==> src/rtl/priority_table_if.sv <==
// Command/status bundle for the priority table: the master issues commands,
// the slave (priority_table) reports completion and the current rank table.
interface priority_table_if #(
    parameter int unsigned N = 4,
    parameter int unsigned W = $clog2(N)
) ();
    logic           cmd_valid;
    logic           cmd_ready;
    logic [1:0]     cmd_op;
    logic [W-1:0]   cmd_chan;
    logic [N*W-1:0] load_flat;
    logic           done;
    logic           cmd_err;
    logic [N*W-1:0] rank_flat;
    logic           rank_valid;
    logic [W-1:0]   top_chan;
    logic           perm_fault;

    modport master (
        output cmd_valid, cmd_op, cmd_chan, load_flat,
        input  cmd_ready, done, cmd_err, rank_flat, rank_valid, top_chan, perm_fault
    );

    modport slave (
        input  cmd_valid, cmd_op, cmd_chan, load_flat,
        output cmd_ready, done, cmd_err, rank_flat, rank_valid, top_chan, perm_fault
    );
endinterface

==> src/rtl/priority_table.sv <==
// Run-time reconfigurable per-channel priority ranks (always a permutation of
// 0..N-1), updated one channel per cycle, with a sticky permutation self-check.
module priority_table #(
    parameter int unsigned N = 4,
    parameter int unsigned W = $clog2(N)
) (
    input  logic              clock,
    input  logic              reset,
    priority_table_if.slave   bus
);

    typedef enum logic {
        S_IDLE,
        S_UPDATE
    } state_e;

    typedef enum logic [1:0] {
        OP_PROMOTE = 2'b00,
        OP_DEMOTE  = 2'b01,
        OP_ROTATE  = 2'b10,
        OP_LOAD    = 2'b11
    } op_e;

    localparam logic [W-1:0] LAST = W'(N - 1);

    state_e         state_q, state_d;
    op_e            op_q, op_d;
    logic [W-1:0]   chan_q, chan_d;
    logic [W-1:0]   r_q, r_d;
    logic [W-1:0]   idx_q, idx_d;
    logic [W-1:0]   top_q, top_d;
    logic [W-1:0]   rank_q [N];
    logic [W-1:0]   rank_d [N];
    logic           done_q, done_d;
    logic           err_q, err_d;
    logic           fault_q, fault_d;
    logic           ready_q, ready_d;
    logic           rv_q, rv_d;
    logic [N*W-1:0] table_flat;
    logic           load_legal;
    logic           chan_oor;

    // True when every entry is < N and no value repeats, i.e. a permutation.
    function automatic logic is_perm(input logic [N*W-1:0] flat);
        logic [N-1:0] seen;
        logic         ok;
        logic [W-1:0] e;
        seen = '0;
        ok   = 1'b1;
        for (int i = 0; i < N; i++) begin
            e = flat[i*W +: W];
            if ({1'b0, e} >= (W+1)'(N)) ok = 1'b0;
            for (int v = 0; v < N; v++) begin
                if (e == W'(v)) begin
                    if (seen[v]) ok = 1'b0;
                    seen[v] = 1'b1;
                end
            end
        end
        return ok;
    endfunction

    always_comb begin
        table_flat = '0;
        for (int i = 0; i < N; i++) table_flat[i*W +: W] = rank_q[i];
    end

    assign load_legal = is_perm(bus.load_flat);
    assign chan_oor   = {1'b0, bus.cmd_chan} >= (W+1)'(N);

    // Next-state, table update and completion flags.
    always_comb begin
        state_d = state_q;
        op_d    = op_q;
        chan_d  = chan_q;
        r_d     = r_q;
        idx_d   = idx_q;
        rank_d  = rank_q;
        done_d  = 1'b0;
        err_d   = 1'b0;
        top_d   = top_q;

        unique case (state_q)
            S_IDLE: begin
                if (bus.cmd_valid) begin
                    unique case (op_e'(bus.cmd_op))
                        OP_PROMOTE, OP_DEMOTE: begin
                            if (chan_oor) begin
                                done_d = 1'b1;
                                err_d  = 1'b1;
                            end else begin
                                op_d    = op_e'(bus.cmd_op);
                                chan_d  = bus.cmd_chan;
                                r_d     = rank_q[bus.cmd_chan];
                                idx_d   = '0;
                                state_d = S_UPDATE;
                            end
                        end
                        OP_ROTATE: begin
                            op_d    = OP_ROTATE;
                            idx_d   = '0;
                            state_d = S_UPDATE;
                        end
                        OP_LOAD: begin
                            if (load_legal) begin
                                for (int i = 0; i < N; i++) rank_d[i] = bus.load_flat[i*W +: W];
                            end
                            done_d = 1'b1;
                            err_d  = !load_legal;
                        end
                        default: ;
                    endcase
                end
            end
            S_UPDATE: begin
                for (int i = 0; i < N; i++) begin
                    if (idx_q == W'(i)) begin
                        unique case (op_q)
                            OP_PROMOTE: begin
                                if (W'(i) == chan_q)    rank_d[i] = '0;
                                else if (rank_q[i] < r_q) rank_d[i] = rank_q[i] + W'(1);
                            end
                            OP_DEMOTE: begin
                                if (W'(i) == chan_q)    rank_d[i] = LAST;
                                else if (rank_q[i] > r_q) rank_d[i] = rank_q[i] - W'(1);
                            end
                            OP_ROTATE: rank_d[i] = (rank_q[i] == LAST) ? '0 : rank_q[i] + W'(1);
                            default: ;
                        endcase
                    end
                end
                if (idx_q == LAST) begin
                    state_d = S_IDLE;
                    done_d  = 1'b1;
                end else begin
                    idx_d = idx_q + W'(1);
                end
            end
            default: state_d = S_IDLE;
        endcase

        // top_chan tracks the table that will be visible next cycle.
        if (state_d == S_IDLE) begin
            top_d = '0;
            for (int i = N - 1; i >= 0; i--) begin
                if (rank_d[i] == '0) top_d = W'(i);
            end
        end

        ready_d = (state_d == S_IDLE);
        rv_d    = (state_d == S_IDLE);
        fault_d = fault_q | ((state_q == S_IDLE) && !is_perm(table_flat));
    end

    always_ff @(posedge clock) begin
        if (!reset) begin
            state_q <= S_IDLE;
            op_q    <= OP_PROMOTE;
            chan_q  <= '0;
            r_q     <= '0;
            idx_q   <= '0;
            top_q   <= '0;
            done_q  <= 1'b0;
            err_q   <= 1'b0;
            fault_q <= 1'b0;
            ready_q <= 1'b1;
            rv_q    <= 1'b1;
            for (int i = 0; i < N; i++) rank_q[i] <= W'(i);
        end else begin
            state_q <= state_d;
            op_q    <= op_d;
            chan_q  <= chan_d;
            r_q     <= r_d;
            idx_q   <= idx_d;
            top_q   <= top_d;
            done_q  <= done_d;
            err_q   <= err_d;
            fault_q <= fault_d;
            ready_q <= ready_d;
            rv_q    <= rv_d;
            for (int i = 0; i < N; i++) rank_q[i] <= rank_d[i];
        end
    end

    assign bus.cmd_ready  = ready_q;
    assign bus.done       = done_q;
    assign bus.cmd_err    = err_q;
    assign bus.rank_flat  = table_flat;
    assign bus.rank_valid = rv_q;
    assign bus.top_chan   = top_q;
    assign bus.perm_fault = fault_q;

endmodule

==> src/flat_wrapper.sv <==
// flat-port wrapper written by rule: the top's interface ports become plain ports
module priority_table_flat 
#(
    parameter int unsigned N = 4,
    parameter int unsigned W = $clog2(N)
)
  (clock, reset, bus_cmd_valid, bus_cmd_op, bus_cmd_chan, bus_load_flat, bus_cmd_ready, bus_done, bus_cmd_err, bus_rank_flat, bus_rank_valid, bus_top_chan, bus_perm_fault);
  priority_table_if #(.N(N), .W(W)) bus_i ();
  input  logic clock;
  input  logic reset;
  input wire logic [$bits(bus_i.cmd_valid)-1:0] bus_cmd_valid;
  input wire logic [$bits(bus_i.cmd_op)-1:0] bus_cmd_op;
  input wire logic [$bits(bus_i.cmd_chan)-1:0] bus_cmd_chan;
  input wire logic [$bits(bus_i.load_flat)-1:0] bus_load_flat;
  output wire logic [$bits(bus_i.cmd_ready)-1:0] bus_cmd_ready;
  output wire logic [$bits(bus_i.done)-1:0] bus_done;
  output wire logic [$bits(bus_i.cmd_err)-1:0] bus_cmd_err;
  output wire logic [$bits(bus_i.rank_flat)-1:0] bus_rank_flat;
  output wire logic [$bits(bus_i.rank_valid)-1:0] bus_rank_valid;
  output wire logic [$bits(bus_i.top_chan)-1:0] bus_top_chan;
  output wire logic [$bits(bus_i.perm_fault)-1:0] bus_perm_fault;
  assign bus_i.cmd_valid = bus_cmd_valid;
  assign bus_i.cmd_op = bus_cmd_op;
  assign bus_i.cmd_chan = bus_cmd_chan;
  assign bus_i.load_flat = bus_load_flat;
  assign bus_cmd_ready = bus_i.cmd_ready;
  assign bus_done = bus_i.done;
  assign bus_cmd_err = bus_i.cmd_err;
  assign bus_rank_flat = bus_i.rank_flat;
  assign bus_rank_valid = bus_i.rank_valid;
  assign bus_top_chan = bus_i.top_chan;
  assign bus_perm_fault = bus_i.perm_fault;
  priority_table #(.N(N), .W(W)) u_core (.clock(clock), .reset(reset), .bus(bus_i));
endmodule
==> config.mk <==
export PLATFORM = sky130hd
export DESIGN_NAME = priority_table_flat
export DESIGN_NICKNAME = d
export VERILOG_FILES = /design/src/rtl/priority_table_if.sv /design/src/rtl/priority_table.sv /design/src/flat_wrapper.sv
export SDC_FILE = /design/constraint.sdc
export NUM_CORES = 1
export LEC_CHECK = 0
export CAP_MARGIN = 20
export CORE_MARGIN = 2
export CORE_UTILIZATION = 33
export CTS_CLUSTER_DIAMETER = 100
export DETAILED_ROUTE_END_ITERATION = 6
export PLACE_DENSITY = 0.62
export SKIP_CTS_REPAIR_TIMING = 1
export SLEW_MARGIN = 10
export SYNTH_ARGS = -nofsm -noshare
export SYNTH_HDL_FRONTEND = slang
export SYNTH_SLANG_ARGS = --single-unit
==> constraint.sdc <==
create_clock -name clock -period 8.1 [get_ports clock]
set_clock_uncertainty 0.2 [all_clocks]
set_input_delay 1.62 -clock clock [delete_from_list [all_inputs] [get_ports clock]]
set_output_delay 1.62 -clock clock [all_outputs]
set_load 0.05 [all_outputs]
Word level (Yosys, flattened, before mapping)

Cells that the tools add are included.

Register bits after elaboration: 23
Bits in latches: 0
RAM bits: 0
ROM bits: 0
Input bits: 15
Output and inout port bits: 15
Logic and storage cells: 227
Memories kept: 0

Add/sub/neg operators: 9
Multiply operators: 0
Divide/modulo/power cells: 0
Magnitude comparators: 9
Eq/ne operators: 38
Shift-type cells: 0
Muxes and demuxes: 124
Bitwise operators: 7
Reduce and logical (&&, ||, !) cells: 26

Operators with widths:

| kind                                                                   | number |
|---|---|
| 1-bit 2-to-1 mux                                                       | 78 |
| 2-bit 2-to-1 mux                                                       | 33 |
| 2-bit equality test (second input constant)                            | 21 |
| 2-bit zero test                                                        | 16 |
| 8-bit 2-to-1 mux                                                       | 3 |
| 2-bit case mux with 3 select lines                                     | 4 |
| 2-bit by 1-bit equality test with 1-bit output (second input constant) | 11 |
| 8-bit case mux with 2 select lines                                     | 1 |
| 2-bit by 1-bit adder with 2-bit output (second input constant)         | 5 |
| 3-bit AND reduction                                                    | 3 |
| 2-bit > comparator                                                     | 4 |
| 2-bit < comparator                                                     | 4 |
| 2-bit case mux with 2 select lines                                     | 2 |
| 2-bit by 1-bit subtractor with 2-bit output (second input constant)    | 4 |
| 2-bit inequality test (second input constant)                          | 3 |
| 1-bit inverter                                                         | 5 |
| 2-bit binary-select mux with 2-bit select                              | 1 |
| 2-bit equality test (first input constant)                             | 2 |
| 1-bit case mux with 2 select lines                                     | 2 |
| 4-bit OR reduction                                                     | 1 |
| 3-bit >= comparator (second input constant)                            | 1 |
| 2-bit inverter with 3-bit output                                       | 1 |
| 3-bit OR reduction                                                     | 1 |
| 1-bit by 2-bit equality test with 1-bit output (first input constant)  | 1 |
| other kinds (5)                                                        | 6 |

Longest topological paths before layout

Gate-level depths: netlist (run 1).

Depth after elaboration: 35
Gate-level depth with buffers: 10
Gate-level depth less buffers: 10

Worst setup path after synthesis (run 1)

OpenSTA, ideal clock, no wires.

Kind: input to register
Start: in bus_load_flat[2]
End: reg u_core.top_q[0], in the netlist u_core.bus.top_chan[0]
Library setup time: 0.135 ns
Arrival time: 3.435 ns
Data required time: 7.765 ns
Setup slack: 4.330 ns
Stages: 8
Path buffers: 1
Path through: buf_6 a221oi_1 mux2i_1 a41o_1 nor4_1 nor3_1 o2111ai_1 o221ai_1

Cells in the longest elaborated chain, start to end: 33
Elaborated cells on any way between the ends: 47
Those cells by class: 3 x eq/ne; 39 x mux; 5 x reduce/logical

Ends and longest elaborated chain:

| item                                 | line                  | RTL |
|---|---|---|
| start, declared                      | flat_wrapper.sv:14    | `input wire logic [$bits(bus_i.load_flat)-1:0] bus_load_flat;` |
| 2-bit zero test                      | priority_table.sv:54  | `if (e == W'(v)) begin` |
| 1-bit 2-to-1 mux                     | priority_table.sv:54  |  |
| 1-bit 2-to-1 mux                     | priority_table.sv:55  | `if (seen[v]) ok = 1'b0;` |
| 1-bit 2-to-1 mux                     | priority_table.sv:54  |  |
| 1-bit 2-to-1 mux                     | priority_table.sv:55  |  |
| 1-bit 2-to-1 mux                     | priority_table.sv:54  |  |
| 1-bit 2-to-1 mux                     | priority_table.sv:55  |  |
| 1-bit 2-to-1 mux                     | priority_table.sv:54  |  |
| (+15 left out)                       | -                     |  |
| 1-bit 2-to-1 mux                     | priority_table.sv:54  |  |
| 8-bit 2-to-1 mux *                   | priority_table.sv:105 | `if (load_legal) begin` |
| 8-bit 2-to-1 mux *                   | priority_table.sv:86  | `unique case (op_e'(bus.cmd_op))` |
| 8-bit 2-to-1 mux *                   | priority_table.sv:85  | `if (bus.cmd_valid) begin` |
| 8-bit case mux with 2 select lines * | priority_table.sv:83  | `unique case (state_q)` |
| 2-bit zero test                      | priority_table.sv:146 | `if (rank_d[i] == '0) top_d = W'(i);` |
| 2-bit 2-to-1 mux (3 in series)       | priority_table.sv:146 |  |
| 2-bit 2-to-1 mux *                   | priority_table.sv:146 |  |
| end signal, assigned                 | priority_table.sv:175 | `top_q <= top_d;` |
| end, declared                        | priority_table.sv:31  | `logic [W-1:0] top_q, top_d;` |

Every way passes the cells marked *; elsewhere a longest branch is shown, timed or not.
A chain may end at the register's enable or synchronous reset.

Final worst setup path (run 1)

Start: in bus_load_flat[0]
End: reg u_core.top_q[0], in the netlist u_core.bus.top_chan[0]

Cells in the longest elaborated chain, start to end: 35
Elaborated cells on any way between the ends: 52
Those cells by class: 3 x eq/ne; 44 x mux; 5 x reduce/logical

Ends and longest elaborated chain:

| item                                 | line |
|---|---|
| 2-bit zero test                      | priority_table.sv:54 |
| 1-bit 2-to-1 mux                     | priority_table.sv:54 |
| 1-bit 2-to-1 mux                     | priority_table.sv:55 |
| 1-bit 2-to-1 mux                     | priority_table.sv:54 |
| 1-bit 2-to-1 mux                     | priority_table.sv:55 |
| 1-bit 2-to-1 mux                     | priority_table.sv:54 |
| 1-bit 2-to-1 mux                     | priority_table.sv:55 |
| 1-bit 2-to-1 mux                     | priority_table.sv:54 |
| (+17 left out)                       | - |
| 1-bit 2-to-1 mux                     | priority_table.sv:54 |
| 8-bit 2-to-1 mux *                   | priority_table.sv:105 |
| 8-bit 2-to-1 mux *                   | priority_table.sv:86 |
| 8-bit 2-to-1 mux *                   | priority_table.sv:85 |
| 8-bit case mux with 2 select lines * | priority_table.sv:83 |
| 2-bit zero test                      | priority_table.sv:146 |
| 2-bit 2-to-1 mux (3 in series)       | priority_table.sv:146 |
| 2-bit 2-to-1 mux *                   | priority_table.sv:146 |

Marked as above.

==> results.ini, run 1 <==
[route]
vias_per_cell = 5.81
drtIter0Drc = 133
drt.antenna.violating_nets = 0
dr.pass1.iters = 4
wl_per_cell_microns = 16.0
drc = 0
route.vias.total = 2247
drt_wl_total_mm = 6.18

[setup_path]
worstPathCellList = clkdlybuf4s50_1, a221oi_1, mux2i_1, a41o_1, nor4_1, a311oi_2, o2111ai_1, o221ai_1
worstPathRequired_ps = 8040
ff2ff_path_depth = 9
cpMaxStageDelayCell = clkdlybuf4s50_1
regToRegEndpoint = u_core.bus.top_chan[1]
r2r_slack_ps = 5190
worst-path-buf-inv = 1
critPathKind = input pin to flop
cpPeakStageDelay_ps = 600
timing.rr.start = u_core.bus.rank_flat[5]
end_kind = flop
crit_family = compound AO/OA/AOI/OAI gates
cp_max_fo = 8
cp_data_arrival_time_ps = 4280
startpoint_type = input pin

[clock_tree]
cts_made_buffers = 3
cts.path.max_buffers = 2
worstSkewPairLatency_ps = 260
cts_num_sinks = 23
htree_levels = 1
root_buffer = clkbuf_8
cts.clk_slew.worst_paths_ps = 80
cts_tree = built

[placed_design]
dp_hpwl_mm = 4.91
place.gp.congestion = 0.838
numPlacedInstances = 383
port_buffers = 29

[power_and_ir_drop]
powerDensity_nw_per_um2 = 131
p_leak_uw = 0.00105
power.switching_uw = 138
p_seq_share_pct = 38.2
pwr-share-comb_pct = 41.5
power.internal_uw = 213
ir_worst_vdd_v = 0.0000621
swShare_pct = 39.2
pwr-share-clk_pct = 20.3

[synthesis]
synth_edf_count = 0
ys_warn_count = 0
synth_cells = 284
ys.flop_type = dfxtp_1
syn_area_per_cell_sq_um = 8.08
synth_cell_types = 62
ys_seq_elements = 23
netlist_area_sq_um = 2290
synth-async-reset-ratio_pct = 0
synth_nets = 327
synth_seq_area_share_pct = 20.1

[timing]
fin_crit_ps = 4340
finalMaxSlewViolations = 0
fmax_mhz = 230
setup_viol = 0
hold_violations = 0
slew_headroom_pct = 66.6
rsz0062_at_grt = false
setup_tns_ps = 0
fin_crit_sh_pct = 53.6
worst_pin_slew_ps = 501

[floorplanning]
start_util_pct = 33.9
core.rowCount = 30
ios = 30
die_w_microns = 87.4
fp.dieH_microns = 87.4
core_sq_um = 6760
die_area_sq_um = 7630

[global_route]
grt_overflow = 0
track_usage_pct = 16.5
antenna_found_initial = 0
grt_pass1_wl_mm = 10.1
grt_pass1_vias = 2022
grt_max_degree = 16

[finish]
stdcell_count = 387
final_nets = 351
area_delta_synth_final_pct = 16.6
final_core_util_pct = 39.6
insertedDiodeCount = 0
drive_gt1_share_pct = 6.51

[min_path]
hp-class = flop to flop
min_to = u_core.bus.top_chan[1]
hold_depth = 2
hold_start = u_core.bus.top_chan[1]

[job]
cap_violations = 0

[outcome]
status = finished clean

## power by group through the flow
stage | Sequential [uW] | Combinational (uW) | Clock (uW)
2_1_floorplan | 146 | 93.6 | 0
3_3_place_gp | 137 | 143 | 0
3_5_place_dp | 137 | 144 | 0
4_1_cts | 134 | 145 | 74.0
5_1_grt | 136 | 160 | 79.6
6_report | 134 | 146 | 71.3
## stage by stage
step | total power, uW | hold WS [ps] | worst slack (ps) | area (sq um)
6_report | 351 | 280 | 3760 | 2680
5_1_grt | 375 | 301 | 3590 | 2680
4_1_cts | 353 | 279 | 3800 | 2680
3_5_place_dp | 281 | 249 | 3530 | 2630
3_3_place_gp | 280 | 275 | 3630 | 2630
2_1_floorplan | 239 | 254 | 4330 | 2290
## cells by family (layout without fill, tap and decap cells)
group,count (synthesis),in the layout,share of synthesized area (%)
AOI/OAI and AO/OA,93,93,31.8
and+or+nand+nor,93,93,20.1
buffers and inverters,35,58,6.60
adders and majority gates,32,32,17.0
DFF,23,23,20.1
xor gates and xnor gates,4,4,1.53
muxes,4,4,2.84
## routing by layer
metal  up-vias  share of wire [%]  GRT usage (%)
met1      1062                 48           23.8
met5         -                  0              0
met4         0               0.61           2.38
met2        66                 46           27.2
met3         6                4.6           1.71
li1       1113                  -              -
## sequential cells by signal, summed over array words and instances (netlist names)
register,count
u_core.bus.cmd_err,1
u_core.bus.cmd_ready,1
u_core.bus.done,1
u_core.bus.perm_fault,1
u_core.bus.rank_flat,8
u_core.bus.top_chan,2
u_core.chan_q,2
u_core.idx_q,2
u_core.op_q,2
u_core.r_q,2
u_core.state_q,1
## synth_stat cells (4+ instances only)
library cell | count | area [sq um]
a31o_1 | 4 | 35.0
a21oi_1 | 12 | 60.1
nand2_1 | 24 | 90.1
nor4_1 | 5 | 31.3
nor2b_1 | 8 | 50.1
or3_1 | 5 | 31.3
ha_1 | 28 | 350
a31oi_1 | 4 | 25.0
clkbuf_1 | 5 | 18.8
nand3_1 | 5 | 25.0
o22ai_1 | 4 | 25.0
inv_1 | 24 | 90.1
a221oi_1 | 5 | 43.8
o2111ai_1 | 4 | 35.0
o21ai_0 | 23 | 115
nor2_1 | 18 | 67.6
maj3_1 | 4 | 40.0
nor3_1 | 12 | 60.1
dfxtp_1 | 23 | 460
## cell usage in the layout (no fill, tap or decap), drive strengths merged, types with 7 or more instances in the layout
cell,synthesis,routed
clkdlybuf4s50,0,29
dfxtp,23,23
ha,28,28
a221oi,7,7
nor2b,8,8
nor2,18,18
nor3,12,12
inv,25,25
nand2,25,25
o21ai,24,24
a21oi,12,12
## final cells by class
cell class | instances | area, sq um
Fill cell | 707 | 4080
Timing Repair Buffer | 29 | 290
Multi-Input combinational cell | 226 | 1680
Clock buffer | 3 | 41.3
Tap cell | 80 | 100
Inverter | 25 | 93.8
Sequential cell | 23 | 460
Clock inverter | 1 | 7.51
## how the worst max path moves through the flow
| stage | start | slack (ps) | cells past startpoint | end |
|---|---|---|---|---|
| after floorplan | bus_load_flat[2] | 4330 | 8 | u_core.bus.top_chan[0] |
| after global placement | bus_load_flat[0] | 3630 | 8 | u_core.bus.top_chan[1] |
| after detailed placement | bus_load_flat[0] | 3530 | 8 | u_core.bus.top_chan[0] |
| after CTS | bus_load_flat[0] | 3800 | 8 | u_core.bus.top_chan[0] |
| after global routing | bus_load_flat[0] | 3590 | 8 | u_core.bus.top_chan[0] |
| final | bus_load_flat[0] | 3760 | 8 | u_core.bus.top_chan[0] |
## worst min-delay path: stages (launching register included)
cell and delay (ps):
dfxtp_1 320, nand2_1 50, o31ai_1 60
No activity file was read; power rests on OpenSTA's default activity.
==> run 2: changes to the inputs <==
clock period = 4.15 ns   (was 8.1 ns; I/O delays follow)
==> run 2 against run 1 <==
  * Critical endpoint unchanged
  * Clock power increased by 92%
  * Global-route usage increased by 0.22 points
  * First-iteration DRC count increased by 46%
  * Design area decreased by 0.14%
  * Largest power group unchanged
  * Sequential power increased by 96%
  * Critical path depth unchanged
  * Count of clock-buffer cells in the layout increased by 1
  * Sequential share of layout area about the same
==> results.ini, run 2 (synthesis gave the netlist of run 1 again) <==
[finish]
insertedDiodeCount = 0  ; unchanged
largest_reg_flops = 8  ; unchanged
drive_gt1_share_pct = 6.19  ; was 6.51%
layout_common_cells = clkdlybuf4s50_1 (29), ha_1 (28), inv_1 (24), nand2_1 (24)  ; unchanged
stdcell_count = 387  ; unchanged
final_nets = 351  ; unchanged
final_common_cell = clkdlybuf4s50_1  ; unchanged
area_delta_synth_final_pct = 16.5  ; was 16.6%

[route]
drt_wl_total_mm = 6.29  ; was 6.18 mm
vias_per_cell = 5.68  ; was 5.81
drtIter0Drc = 194  ; was 133
route.vias.total = 2199  ; was 2247
wl_per_cell_microns = 16.2  ; was 16.0 microns
drt.antenna.violating_nets = 0  ; unchanged
drc = 0  ; unchanged
dr.pass1.iters = 4  ; unchanged

[clock_tree]
cts.path.max_buffers = 2  ; unchanged
cts_num_sinks = 23  ; unchanged
cts_made_buffers = 3  ; unchanged
htree_levels = 1  ; unchanged
root_buffer = clkbuf_8  ; unchanged
cts.clk_slew.worst_paths_ps = 80  ; about the same
cts_tree = built  ; unchanged
worstSkewPairLatency_ps = 260  ; about the same

[floorplanning]
fp.dieH_microns = 87.4  ; unchanged
core.rowCount = 30  ; unchanged
die_area_sq_um = 7630  ; unchanged
ios = 30  ; unchanged
die_w_microns = 87.4  ; unchanged
start_util_pct = 33.9  ; unchanged
core_sq_um = 6760  ; unchanged

[timing]
setup_slack_ps = 572  ; was 3760 ps
rsz0062_at_grt = false  ; unchanged
setup_viol = 0  ; unchanged
worst_pin_slew_ps = 509  ; was 501 ps
fin_crit_sh_pct = 86.2
fmax_mhz = 279
slew_headroom_pct = 66.1  ; was 66.6%
whs_ps = 280  ; about the same
hold_violations = 0  ; unchanged
setup_tns_ps = 0  ; unchanged
fin_crit_ps = 3580
finalMaxSlewViolations = 0  ; unchanged

[global_route]
grt_max_degree = 16  ; unchanged
grt_pass1_vias = 2027  ; was 2022
grt_overflow = 0  ; unchanged
track_usage_pct = 16.8  ; was 16.5%
grt_pass1_wl_mm = 10.3  ; was 10.1 mm
antenna_found_initial = 0  ; unchanged

[placed_design]
dp_hpwl_mm = 4.94  ; was 4.91 mm
port_buffers = 29  ; unchanged
pre_cts_ws_ps = 366  ; was 3530 ps
place.gp.congestion = 0.838  ; about the same
numPlacedInstances = 383  ; unchanged

[setup_path]
cp_data_arrival_time_ps = 3510  ; was 4280 ps
cp_max_fo = 8  ; unchanged
cpPeakStageDelay_ps = 580  ; was 600 ps
worstPathCellList = clkdlybuf4s50_1, a221oi_1, mux2i_1, a41o_1, nor4_1, a311oi_2, o21ai_1, o221ai_1  ; was clkdlybuf4s50_1, a221oi_1, mux2i_1, a41o_1, nor4_1, a311oi_2, o2111ai_1, o221ai_1
cpMaxStageDelayCell = clkdlybuf4s50_1  ; unchanged
startpoint_type = input pin  ; unchanged
r2r_slack_ps = 1250  ; was 5190 ps
end_kind = flop  ; unchanged
critPathKind = input pin to flop  ; unchanged
worstPathRequired_ps = 4080  ; was 8040 ps

[job]
cap_violations = 0  ; unchanged

[power_and_ir_drop]
p_leak_uw = 0.00105  ; about the same
powerDensity_nw_per_um2 = 256  ; was 131 nW/um^2
power_uw = 684  ; was 351 uW
ir_worst_vdd_v = 0.000202  ; was 0.0000621 V

[min_path]
hp-class = flop to flop  ; unchanged

[outcome]
status = finished clean  ; unchanged

## run 2: layout make-up
class                           count  area, sq um
Clock buffer                        4         45.0
Multi-Input combinational cell    226         1680
Inverter                           25         93.8
Timing Repair Buffer               29          290
Fill cell                         687         4090
Tap cell                           80          100
Sequential cell                    23          460
## run 2: critical path, delay by kind of cell
family                 cells  cell delay (ps)
AOI/OAI and AO/OA          5             1430
buffers and inverters      1              580
muxes                      1              240
and+or+nand+nor            1              430
## run 2: layer usage
layer | global-route usage [%] | part of all wire, % | wire [microns] | up-vias
met5 | 0 | 0 | 0 | -
met4 | 1.96 | 0.67 | 42 | 0
met3 | 1.99 | 4.6 | 288 | 4
met2 | 27.8 | 47 | 2950 | 59
li1 | - | - | - | 1108
met1 | 24.0 | 48 | 3000 | 1028
## run 2: stage by stage
stage / cell area (sq um) / utilization, %
floorplan: 2290 / -
global placement: 2630 / 38.9
detailed placement: 2630 / 38.9
CTS: 2670 / 39.5
global route: 2670 / 39.5
finish: 2670 / 39.5
## run 2: worst paths after layout
path	startpoint	end	cells past startpoint
worst max-delay path	bus_load_flat[0]	u_core.bus.top_chan[0]	8
worst min-delay path	u_core.bus.top_chan[1]	u_core.bus.top_chan[1]	2
worst max register to register	u_core.bus.rank_flat[5]	u_core.bus.top_chan[1]	9
worst min register to register	u_core.bus.top_chan[1]	u_core.bus.top_chan[1]	2
## run 2: where the power goes
group / switching (uW) / internal, uW
clock: 68.2 / 68.4
sequential: 27.2 / 235
combinational: 171 / 114
total: 266 / 417
==> run 3: changes to the inputs <==
CORE_MARGIN = not set   (was 2)
==> run 3 against run 2 <==
  * Design area hardly changed
  * Critical path depth stayed put
  * Total power is 0.24% lower
  * Highest routed layer unchanged
  * Largest cell class unchanged
  * Sequential cell count stayed put
  * Global-route usage is 0.61 points higher
  * Sequential share of layout area hardly changed
  * Core utilization hardly changed
  * Cell count stayed put
  * Count of clock-buffer cells in the layout is 1 lower
==> results.ini, run 3 (synthesis gave the netlist of run 1 again) <==
[outcome]
status = finished clean  ; unchanged

[setup_path]
timing.rr.start = u_core.bus.rank_flat[5]  ; unchanged
worstPathRequired_ps = 4080  ; about the same
cp_data_arrival_time_ps = 3490  ; was 3510 ps
r2r_slack_ps = 1250  ; about the same
ff2ff_path_depth = 9  ; unchanged
startpoint_type = input pin  ; unchanged
end_kind = flop  ; unchanged
critPathKind = input pin to flop  ; unchanged
cp_max_fo = 8  ; unchanged
regToRegEndpoint = u_core.bus.top_chan[1]  ; unchanged

[floorplanning]
fp.dieH_microns = 85.4  ; was 87.4 microns
ios = 30  ; unchanged
core.rowCount = 30  ; unchanged
core_sq_um = 6760  ; unchanged
die_area_sq_um = 7290  ; was 7630 sq um
die_w_microns = 85.4  ; was 87.4 microns
start_util_pct = 33.9  ; unchanged

[min_path]
hold_start = u_core.bus.top_chan[0]  ; was u_core.bus.top_chan[1]
min_to = u_core.bus.top_chan[0]  ; was u_core.bus.top_chan[1]
hp-class = flop to flop  ; unchanged
hold_depth = 2  ; unchanged

[global_route]
track_usage_pct = 17.4  ; was 16.8%
grt_pass1_vias = 2054  ; was 2027
antenna_found_initial = 0  ; unchanged
grt_overflow = 0  ; unchanged
grt_max_degree = 16  ; unchanged
grt_pass1_wl_mm = 10.1  ; was 10.3 mm

[power_and_ir_drop]
p_leak_uw = 0.00105  ; about the same
swShare_pct = 39.0  ; about the same
ir_worst_vdd_v = 0.000153  ; was 0.000202 V
power.internal_uw = 416  ; was 417 uW
powerDensity_nw_per_um2 = 255  ; was 256 nW/um^2
p_seq_share_pct = 38.4  ; was 38.3%
pwr-share-comb_pct = 41.7  ; about the same
power.switching_uw = 266  ; about the same
pwr-share-clk_pct = 19.8  ; was 20.0%

[timing]
setup_slack_ps = 597  ; was 572 ps
setup_tns_ps = 0  ; unchanged
setup_viol = 0  ; unchanged
fin_crit_ps = 3550  ; was 3580 ps
whs_ps = 275  ; was 280 ps
finalMaxSlewViolations = 0  ; unchanged
hold_violations = 0  ; unchanged
fmax_mhz = 281  ; was 279 MHz
slew_headroom_pct = 66.5  ; was 66.1%
rsz0062_at_grt = false  ; unchanged
worst_pin_slew_ps = 501  ; was 509 ps
fin_crit_sh_pct = 85.6  ; was 86.2%

[job]
cap_violations = 0  ; unchanged

[finish]
final_common_cell = clkdlybuf4s50_1  ; unchanged
largest_reg_flops = 8  ; unchanged
seq_area_sq_um = 460  ; unchanged
insertedDiodeCount = 0  ; unchanged
final_nets = 351  ; unchanged
area_delta_synth_final_pct = 16.5  ; about the same
stdcell_count = 387  ; unchanged
drive_gt1_share_pct = 6.51  ; was 6.19%
multi_input_area_sq_um = 1680  ; unchanged
final_area_sq_um = 2670  ; about the same
nFillCells = 706  ; was 687
layout_common_cells = clkdlybuf4s50_1 (29), ha_1 (28), inv_1 (24), nand2_1 (24)  ; unchanged

[clock_tree]
cts_num_sinks = 23  ; unchanged
worstSkewPairLatency_ps = 260  ; about the same
cts_made_buffers = 3  ; unchanged
cts.clk_slew.worst_paths_ps = 70  ; was 80 ps
root_buffer = clkbuf_8  ; unchanged
cts.path.max_buffers = 2  ; unchanged
htree_levels = 1  ; unchanged
cts_tree = built  ; unchanged

[route]
wl_per_cell_microns = 16.1  ; was 16.2 microns
drt_wl_total_mm = 6.21  ; was 6.29 mm
route.vias.total = 2220  ; was 2199
drt.antenna.violating_nets = 0  ; unchanged
dr.pass1.iters = 4  ; unchanged
drtIter0Drc = 217  ; was 194
vias_per_cell = 5.74  ; was 5.68
drc = 0  ; unchanged

[placed_design]
dp_hpwl_mm = 4.88  ; was 4.94 mm
port_buffers = 29  ; unchanged
dpl-instance-area_sq_um = 2630  ; unchanged
pre_cts_ws_ps = 335  ; was 366 ps
numPlacedInstances = 383  ; unchanged
place.gp.congestion = 0.888  ; was 0.838

-- run 3: final cells by class --
class / count / share of cell area [%]
Multi-Input combinational cell: 226 / 62.9
Sequential cell: 23 / 17.2
Timing Repair Buffer: 29 / 10.9
Tap cell: 80 / 3.75
Inverter: 25 / 3.51
Clock buffer: 3 / 1.54
Clock inverter: 1 / 0.187
-- run 3: power by group through the flow --
| stage | clock [uW] | sequential [uW] | combinational, uW |
|---|---|---|---|
| floorplan | 0 | 284 | 183 |
| global placement | 0 | 267 | 279 |
| detailed placement | 0 | 267 | 281 |
| CTS | 142 | 262 | 282 |
| global route | 149 | 265 | 312 |
| finish | 135 | 262 | 285 |
-- run 3: critical path: stages --
cell and delay [ps]:
clkdlybuf4s50_1 600, a221oi_1 550, mux2i_1 240, a41o_1 360
nor4_1 420, a311oi_2 120, o2111ai_1 220, o221ai_1 140
-- run 3: stage by stage --
step / util [%] / power [uW]
2_1_floorplan: - / 467
3_3_place_gp: 38.9 / 545
3_5_place_dp: 38.9 / 548
4_1_cts: 39.6 / 687
5_1_grt: 39.6 / 726
6_report: 39.6 / 682
-- run 3: worst max-delay path by stage --
stage                     startpoint                      to  cells after the start
floorplan           bus_load_flat[2]  u_core.bus.top_chan[0]                      8
global placement    bus_load_flat[0]  u_core.bus.top_chan[0]                      8
detailed placement  bus_load_flat[0]  u_core.bus.top_chan[0]                      8
global route        bus_load_flat[2]  u_core.bus.top_chan[0]                      8
finish              bus_load_flat[0]  u_core.bus.top_chan[0]                      8
CTS                 bus_load_flat[0]  u_core.bus.top_chan[0]                      8
-- run 3: routing by layer --
metal	wire length [microns]	vias to the layer above	global-route usage, %
li1	-	1115	-
met5	0	-	0
met1	2950	1045	24.2
met4	30	0	2.42
met2	2930	58	29.5
met3	304	2	2.14
